## config.mk

```make
export PLATFORM = sky130hd
export DESIGN_NAME = seg_scan_decoder
export DESIGN_NICKNAME = d
export VERILOG_FILES = /design/src/rtl/seg_scan_decoder.sv
export SDC_FILE = /design/constraint.sdc
export NUM_CORES = 1
export LEC_CHECK = 0
export CORE_MARGIN = 2
export CORE_UTILIZATION = 30
export CTS_BUF_LIST = sky130_fd_sc_hd__clkbuf_8 sky130_fd_sc_hd__clkbuf_16
export CTS_CLUSTER_DIAMETER = 200
export DETAILED_ROUTE_END_ITERATION = 8
export SLEW_MARGIN = 30
export SYNTH_ARGS = -nofsm -noshare
export SYNTH_HDL_FRONTEND = slang
export SYNTH_SLANG_ARGS = --single-unit
export TNS_END_PERCENT = 1
```

## constraint.sdc

```tcl
create_clock -name clk -period 2.9 [get_ports clk]
set_input_delay 0.29 -clock clk [delete_from_list [all_inputs] [get_ports clk]]
set_output_delay 0.29 -clock clk [all_outputs]
set_load 0.02 [all_outputs]
```

## src/rtl/seg_scan_decoder.sv

```systemverilog
// Readback monitor for a multiplexed active-low 7-segment panel; decodes stable digits into a BCD frame.
// Defining SEG_ERR_CNT_EN adds the saturating err_cnt output.
module seg_scan_decoder #(
    parameter int N_DIGITS   = 4,
    parameter int STABLE_CYC = 4
) (
    input  logic                  clk,
    input  logic                  rst_n,
    input  logic [6:0]            Segs,
    input  logic [N_DIGITS-1:0]   An,
    input  logic                  err_clr,
    output logic [4*N_DIGITS-1:0] Digits,
    output logic                  frame_valid,
    output logic                  err
`ifdef SEG_ERR_CNT_EN
    ,
    output logic [7:0]            err_cnt
`endif
);

    localparam int         IDX_W    = (N_DIGITS > 1) ? $clog2(N_DIGITS) : 1;
    localparam int         KEY_W    = N_DIGITS + 7;
    localparam logic [7:0] STABLE_N = 8'(STABLE_CYC);

    typedef enum logic [1:0] {IDLE, TRACK, DONE} state_t;

    state_t                   state, state_d;
    logic [7:0]               cnt, cnt_d;
    logic [6:0]               s_segs;
    logic [N_DIGITS-1:0]      s_an, an_low, seen, seen_d;
    logic [KEY_W-1:0]         key, prev_key;
    logic                     one_hot, multi, multi_q;
    logic                     capture, frame_done, err_evt;
    logic [IDX_W-1:0]         idx;
    logic [3:0]               nibble;
    logic [N_DIGITS-1:0][3:0] shadow, merged;

    function automatic logic [3:0] decode(input logic [6:0] p);
        case (p)
            7'b0000001: decode = 4'h0;
            7'b1001111: decode = 4'h1;
            7'b0010010: decode = 4'h2;
            7'b0000110: decode = 4'h3;
            7'b1001100: decode = 4'h4;
            7'b0100100: decode = 4'h5;
            7'b0100000: decode = 4'h6;
            7'b0001111: decode = 4'h7;
            7'b0000000: decode = 4'h8;
            7'b0000100: decode = 4'h9;
            7'b1111111: decode = 4'hF;
            default:    decode = 4'hE;
        endcase
    endfunction

    assign key     = {s_an, s_segs};
    assign an_low  = ~s_an;
    assign one_hot = (an_low != '0) && ((an_low & (an_low - N_DIGITS'(1))) == '0);
    assign multi   = (an_low != '0) && !one_hot;
    assign nibble  = decode(s_segs);

    always_comb begin
        idx = '0;
        for (int i = 0; i < N_DIGITS; i++)
            if (an_low[i]) idx = IDX_W'(i);
    end

    // NOTE: every output of a combinational block gets a default first, so no path infers a latch.
    always_comb begin
        state_d = state;
        cnt_d   = cnt;
        capture = 1'b0;
        if (!one_hot) begin
            state_d = IDLE;
            cnt_d   = '0;
        end else begin
            case (state)
                IDLE: begin
                    state_d = TRACK;
                    cnt_d   = 8'd1;
                end
                TRACK: begin
                    if (key != prev_key) begin
                        cnt_d = 8'd1;
                    end else if (cnt >= STABLE_N) begin
                        capture = 1'b1;
                        state_d = DONE;
                    end else begin
                        cnt_d = cnt + 8'd1;
                    end
                end
                DONE: begin
                    if (key != prev_key) begin
                        state_d = TRACK;
                        cnt_d   = 8'd1;
                    end
                end
                default: begin
                    state_d = IDLE;
                    cnt_d   = '0;
                end
            endcase
        end
    end

    // Multi-anode errors fire only on the first cycle of each illegal strobe episode.
    always_comb begin
        merged      = shadow;
        merged[idx] = nibble;
        seen_d      = seen | (N_DIGITS'(1) << idx);
        frame_done  = capture && (&seen_d);
        err_evt     = (capture && (nibble == 4'hE)) || (multi && !multi_q);
    end

    // NOTE: shadow is reset along with seen so a reset mid-scan cannot leak stale digits into a frame.
    always_ff @(posedge clk) begin
        if (!rst_n) begin
            s_segs      <= '1;
            s_an        <= '1;
            prev_key    <= '1;
            multi_q     <= 1'b0;
            state       <= IDLE;
            cnt         <= '0;
            shadow      <= '1;
            seen        <= '0;
            Digits      <= '1;
            frame_valid <= 1'b0;
            err         <= 1'b0;
        end else begin
            s_segs      <= Segs;
            s_an        <= An;
            prev_key    <= key;
            multi_q     <= multi;
            state       <= state_d;
            cnt         <= cnt_d;
            frame_valid <= frame_done;
            if (capture) begin
                shadow <= merged;
                seen   <= frame_done ? '0 : seen_d;
                if (frame_done) Digits <= merged;
            end
            if (err_evt)      err <= 1'b1;
            else if (err_clr) err <= 1'b0;
        end
    end

`ifdef SEG_ERR_CNT_EN
    always_ff @(posedge clk) begin
        if (!rst_n) begin
            err_cnt <= '0;
        end else if (err_clr) begin
            err_cnt <= err_evt ? 8'd1 : 8'd0;
        end else if (err_evt && (err_cnt != 8'hFF)) begin
            err_cnt <= err_cnt + 8'd1;
        end
    end
`endif

endmodule
```

==> results.toml, run 1 <==
[status]
outcome = "completed"

[sta]
fin_skew_ns = 0.00930
fin_ws_ns = 0.511
tns_ns = 0
max_freq_mhz = 419
report.final.hold_viol_count = 0
relSlewSlack_pct = 62.9
finalCritPeriodShare_pct = 82.4
setup_viol = 0
worstMarginPinSlew_ns = 0.553
period_minus_slack_ns = 2.39
rsz0062_at_grt = "false"
slew_violations = 0

[clock_tree]
cts_made_buffers = 9
clk_pin_slew_worst_paths_ns = 0.08
clk-insertion-delay-late_ns = 0.36
cts_sinks = 71
clock_path_buffers = 2
cts_tree = "done"
cts-root-buf = "clkbuf_8"
htree_num_levels = 3
hold_buffers = 0

[run]
drv_cap = 0

[setup_path]
end_kind = "flip-flop"
cp-start-kind = "flip-flop"
required_ns = 3.12
critPathArrivalTime_ns = 2.61
critPathKind = "flip-flop to flip-flop"
path_max_fanout = 16

[placement]
port_buffers = 31
dpl.hpwl_microns = 4860
place_inst = 495
dpl_cell_area_sq_mm = 0.00362
pre_cts_slack_ns = 0.374
gp_congestion = 0.822

[drt]
route.vias.total = 2397
drtPass1Iterations = 4
drc = 0
via_per_inst = 4.70
drtIter0Drc = 91
antenna_left = 0
finalWirelength_microns = 6840
routedWlPerCell_microns = 13.4

[synth]
avgSynthCellArea_sq_um = 9.40
ys_types = 61
ys_seq_elements = 71
synth_top_area_share_pct = 44.5
yosys.area.top_type = "dfxtp_1"
yosysSeqAreaShare_pct = 44.5
synthTopCellsByArea = "dfxtp_1 44%, mux2i_1 7.5%, nand2b_1 5.3%"
yosysMostFrequentCell = "dfxtp_1"
synth_commonest_cells = "71 x dfxtp_1, 27 x nand2b_1, 25 x nand2_1, 25 x nor2_1, 24 x mux2i_1"
synth-async-reset-ratio_pct = 0
synth_flop_cell = "dfxtp_1"
synth_nets = 356
yosysWarnings = 0
syn_inst = 340
syn_area_sq_mm = 0.00320
synth_edf_count = 0

[global_routing]
grt_pass1_vias = 2361
grtUsageTotal_pct = 13.1
grt_overflow = 0
grt_max_degree = 25
grt_pass1_wl_microns = 11700
antenna_found_initial = 0

[min_path]
hp-class = "flip-flop to flip-flop"

[pwr]
ir_worst_vdd_uv = 229
power_density_mw_per_mm2 = 545
p_leak_nw = 1.38

[die]
fp.dieW_microns = 107
placementRows = 37
start_util_pct = 31.0
num_io_pins = 32
die_y_microns = 107
dieArea_sq_mm = 0.0115
core_area_sq_mm = 0.0103

[final_layout]
multi_input_area_sq_mm = 0.00160
num_antenna_cells = 0
regArea_sq_mm = 0.00142
layout.nets = 386
final_cells = 510
fin_util_pct = 37.3
fillCellCount = 1045
drive_gt1_share_pct = 12.8
syn2layout_area_growth_pct = 20.6
design_area_sq_mm = 0.00385
cells in the final DEF, fill, tap and decap left out, types with 3 or more instances in the layout:
cell | netlist | final
xor2_1 | 11 | 11
clkbuf_8 | 0 | 9
nand2_1 | 25 | 25
and2_1 | 3 | 3
nor3b_1 | 3 | 3
o21ai_0 | 8 | 8
a21oi_1 | 19 | 19
buf_4 | 3 | 11
nor2b_1 | 5 | 5
o21a_1 | 4 | 4
nand2b_1 | 27 | 27
o21ai_1 | 4 | 4
inv_1 | 7 | 8
and3_1 | 3 | 3
mux2_2 | 4 | 4
bufinv_16 | 0 | 3
mux2i_1 | 24 | 24
nand3_1 | 6 | 6
nor2_1 | 25 | 25
dfxtp_1 | 71 | 70
nor4_1 | 3 | 3
nor3_1 | 11 | 11
a22oi_1 | 3 | 3
nor3_2 | 5 | 5
clkdlybuf4s50_1 | 0 | 31
a21o_1 | 3 | 3
worst paths after layout:
path / from / endpoint / slack (ns) / cells past startpoint
worst max register to register: s_segs[4] / Digits[2] / 0.51 / 6
worst min register to register: cnt[6] / cnt[6] / 0.46 / 1
worst min-delay path: cnt[6] / cnt[6] / 0.46 / 1
worst max-delay path: s_segs[4] / Digits[2] / 0.51 / 6
routing by layer:
metal	GRT usage, %	up-vias	routed length (microns)
met3	4.56	10	279
li1	-	1227	-
met4	5.01	0	120
met5	0	-	0
met1	15.5	1124	3090
met2	21.7	36	3350
sequential cells by signal, summed over array words and instances, names as in the netlist, 2 cells and up:
signal,flops
state,2
s_an,4
Digits,16
cnt,8
s_segs,7
shadow,16
seen,4
prev_key,11
through the flow:
stage	total power [mW]	hold slack, ns
5_1_grt	2.18	0.469
3_5_place_dp	1.18	0.448
2_1_floorplan	1.13	0.391
4_1_cts	2.13	0.466
3_3_place_gp	1.18	0.445
6_report	2.10	0.465
layout make-up:
cell class	count	area share, %
tap	136	4.41
sequential	71	36.9
clock inverter	6	2.89
clock buffer	9	3.21
timing repair buffer	42	10.2
inverter	8	0.779
multi-input combinational	238	41.6
power by group:
part	switching [mW]	leakage [nW]	total, mW	internal, mW
sequential	0.0302	0.579	1.02	0.993
clock	0.381	0.121	0.947	0.566
combinational	0.0673	0.677	0.130	0.0622
cell families (layout without fill, tap and decap cells):
family | Yosys count | in the layout | share of synthesized area, %
and+or+nand+nor | 135 | 135 | 23.9
DFF | 71 | 71 | 44.5
AOI/OAI and AO/OA | 61 | 61 | 13.3
buffers and inverters | 31 | 65 | 5.32
muxes | 28 | 28 | 8.93
xor gates and xnor gates | 11 | 11 | 3.01
adders and majority gates | 3 | 3 | 1.10
what timing repair did:
| action | in CTS | in global routing |
|---|---|---|
| endpoints found under the setup margin | 0 | 2 |
| buffers inserted | 0 | 0 |
| endpoints found under the hold margin | 0 | 0 |
| resized for setup | 0 | 1 |
critical path, stage by stage (launching register included):
cell and delay [ns]:
dfxtp_1 0.58, xor2_1 0.12, nor4_1 0.31, nand3_1 0.25, or3_1 0.67, a21oi_2 0.24, o31ai_2 0.08
(Power assumes the default switching activity.)
==> run 2, diff against run 1 <==
==> constraint.sdc (replaced) <==
create_clock -name clk -period 2.39 [get_ports clk]
set_input_delay 0.239 -clock clk [delete_from_list [all_inputs] [get_ports clk]]
set_output_delay 0.239 -clock clk [all_outputs]
set_load 0.02 [all_outputs]
==> results.toml, run 2 (synthesized netlist as in run 1, its figures left out) <==
[die]
dieArea_sq_mm = 0.0115
core_area_sq_mm = 0.0103
num_io_pins = 32
placementRows = 37
fp.dieW_microns = 107
start_util_pct = 31.0
die_y_microns = 107

[placement]
pre_cts_slack_ns = 0.0455
dpl.hpwl_microns = 4970
port_buffers = 31
gp_congestion = 0.814

[global_routing]
grtUsageTotal_pct = 13.2
grt_pass1_vias = 2460
antenna_found_initial = 0
grt_max_degree = 20
grt_overflow = 0
grt_pass1_wl_microns = 11800

[setup_path]
cp_cell_sequence = "buf_4, nand2b_1, a311oi_2, o211ai_4, nor3_4, buf_4, mux2i_1, a22oi_2"
rr_worst_depth = 8
critPathArrivalTime_ns = 2.53
required_ns = 2.63
path_max_fanout = 10
rr_startpoint = "s_an[3]"
cp-start-kind = "flip-flop"
end_kind = "flip-flop"
slowest_delay_ns = 0.39
critPathKind = "flip-flop to flip-flop"
crit_slowest_cell = "dfxtp_1"
r2r_slack_ns = 0.1
crit_top_cell = "buf_4"
r2r-end = "Digits[13]"

[min_path]
min_path_cells = 2
hp-class = "primary input to flip-flop"
hold_path_end = "s_segs[4]"
worstHoldStart = "Segs[4]"

[clock_tree]
cts_made_buffers = 9
clk-insertion-delay-late_ns = 0.36
clock_path_buffers = 2
clk_pin_slew_worst_paths_ns = 0.08
post_cts_buffers = 0
cts_tree = "done"
cts-root-buf = "clkbuf_8"
cts_sinks = 71
htree_num_levels = 3

[final_layout]
num_antenna_cells = 0
fin_util_pct = 37.7
final_cell_mix = "71 x dfxtp_1, 31 x clkdlybuf4s50_1, 27 x nand2b_1, 25 x nand2_1, 25 x nor2_1"
syn2layout_area_growth_pct = 21.9
layout_commonest_cell = "dfxtp_1"
drive_gt1_share_pct = 16.0
reg_top3 = "Digits (16), shadow (16), prev_key (11)"
layout.nets = 398
fillCellCount = 1058

[sta]
relSlewSlack_pct = 63.2
fin_skew_ns = 0.00972
worstMarginPinSlew_ns = 0.549
fin_ws_ns = 0.0997
period_minus_slack_ns = 2.29
max_freq_mhz = 437
report.final.hold_viol_count = 0
rsz0062_at_grt = "false"
slew_violations = 0
finalCritPeriodShare_pct = 95.8
tns_ns = 0
setup_viol = 0

[pwr]
power_density_mw_per_mm2 = 582
ir_worst_vdd_uv = 304
p_leak_nw = 1.41

[drt]
route.vias.total = 2448
drtPass1Iterations = 4
antenna_left = 0
routedWlPerCell_microns = 13.1
drtIter0Drc = 121
drc = 0
finalWirelength_microns = 6880
via_per_inst = 4.68

[status]
outcome = "completed"

[run]
drv_cap = 0
[run 2: cell count changes in the layout (fill, tap and decap cells not counted), sizes merged]
cell      change
bufinv        -3
clkinvlp      +3
inv           +2
clkinv        -1
buf          +12
[run 2: through the flow]
stage | area, sq um | power, mW | hold slack, ns | cells
6_report | 3900 | 2.27 | 0.433 | 523
5_1_grt | 3900 | 2.38 | 0.424 | 523
4_1_cts | 3880 | 2.30 | 0.422 | 523
3_5_place_dp | 3710 | 1.44 | 0.450 | 507
3_3_place_gp | 3710 | 1.44 | 0.444 | 507
2_1_floorplan | 3200 | 1.37 | 0.340 | 340
[run 2: worst max-delay path by stage]
stage	startpoint	endpoint	slack (ns)	cells past startpoint
CTS	s_an[3]	Digits[10]	0.04	7
detailed placement	s_an[3]	Digits[6]	0.05	7
finish	s_an[3]	Digits[13]	0.1	8
global placement	s_an[3]	Digits[6]	0.09	7
floorplan	s_an[3]	Digits[13]	0.38	9
global route	s_an[3]	Digits[13]	0.001	8
[run 2: timing repair]
| item | in CTS | in global routing |
|---|---|---|
| resized for setup | 0 | 3 |
| hold buffers | 0 | 0 |
| endpoints found under the setup margin | 0 | 14 |
[run 2: report_power, final]
part	switching [mW]	internal, mW	total, mW
combinational	0.0956	0.0859	0.182
sequential	0.0256	1.20	1.23
clock	0.479	0.377	0.856
[run 2: per-layer routing]
metal / vias to the layer above / track usage (%) / part of all wire (%)
met5: - / 0 / 0
met1: 1142 / 16.4 / 47
li1: 1250 / - / -
met3: 13 / 4.32 / 3.7
met2: 43 / 21.2 / 47
met4: 0 / 4.64 / 1.9
[run 2: layout make-up]
type                            count  area (sq um)  share of cell area (%)
Multi-Input combinational cell    238          1620                    41.6
Inverter                            8          30.0                   0.771
Tap cell                          136           170                    4.37
Clock buffer                        9           124                    3.18
Clock inverter                      7          48.8                    1.25
Timing Repair Buffer               54           483                    12.4
Sequential cell                    71          1420                    36.5
[run 2: worst max-delay path, delay by kind of cell (launching register included)]
family                 cells  cell delay, ns
AO/OA/AOI/OAI              3            0.61
buffers and inverters      2            0.44
flip-flops                 1            0.39
multiplexers               1            0.23
AND/OR/NAND/NOR            2            0.51
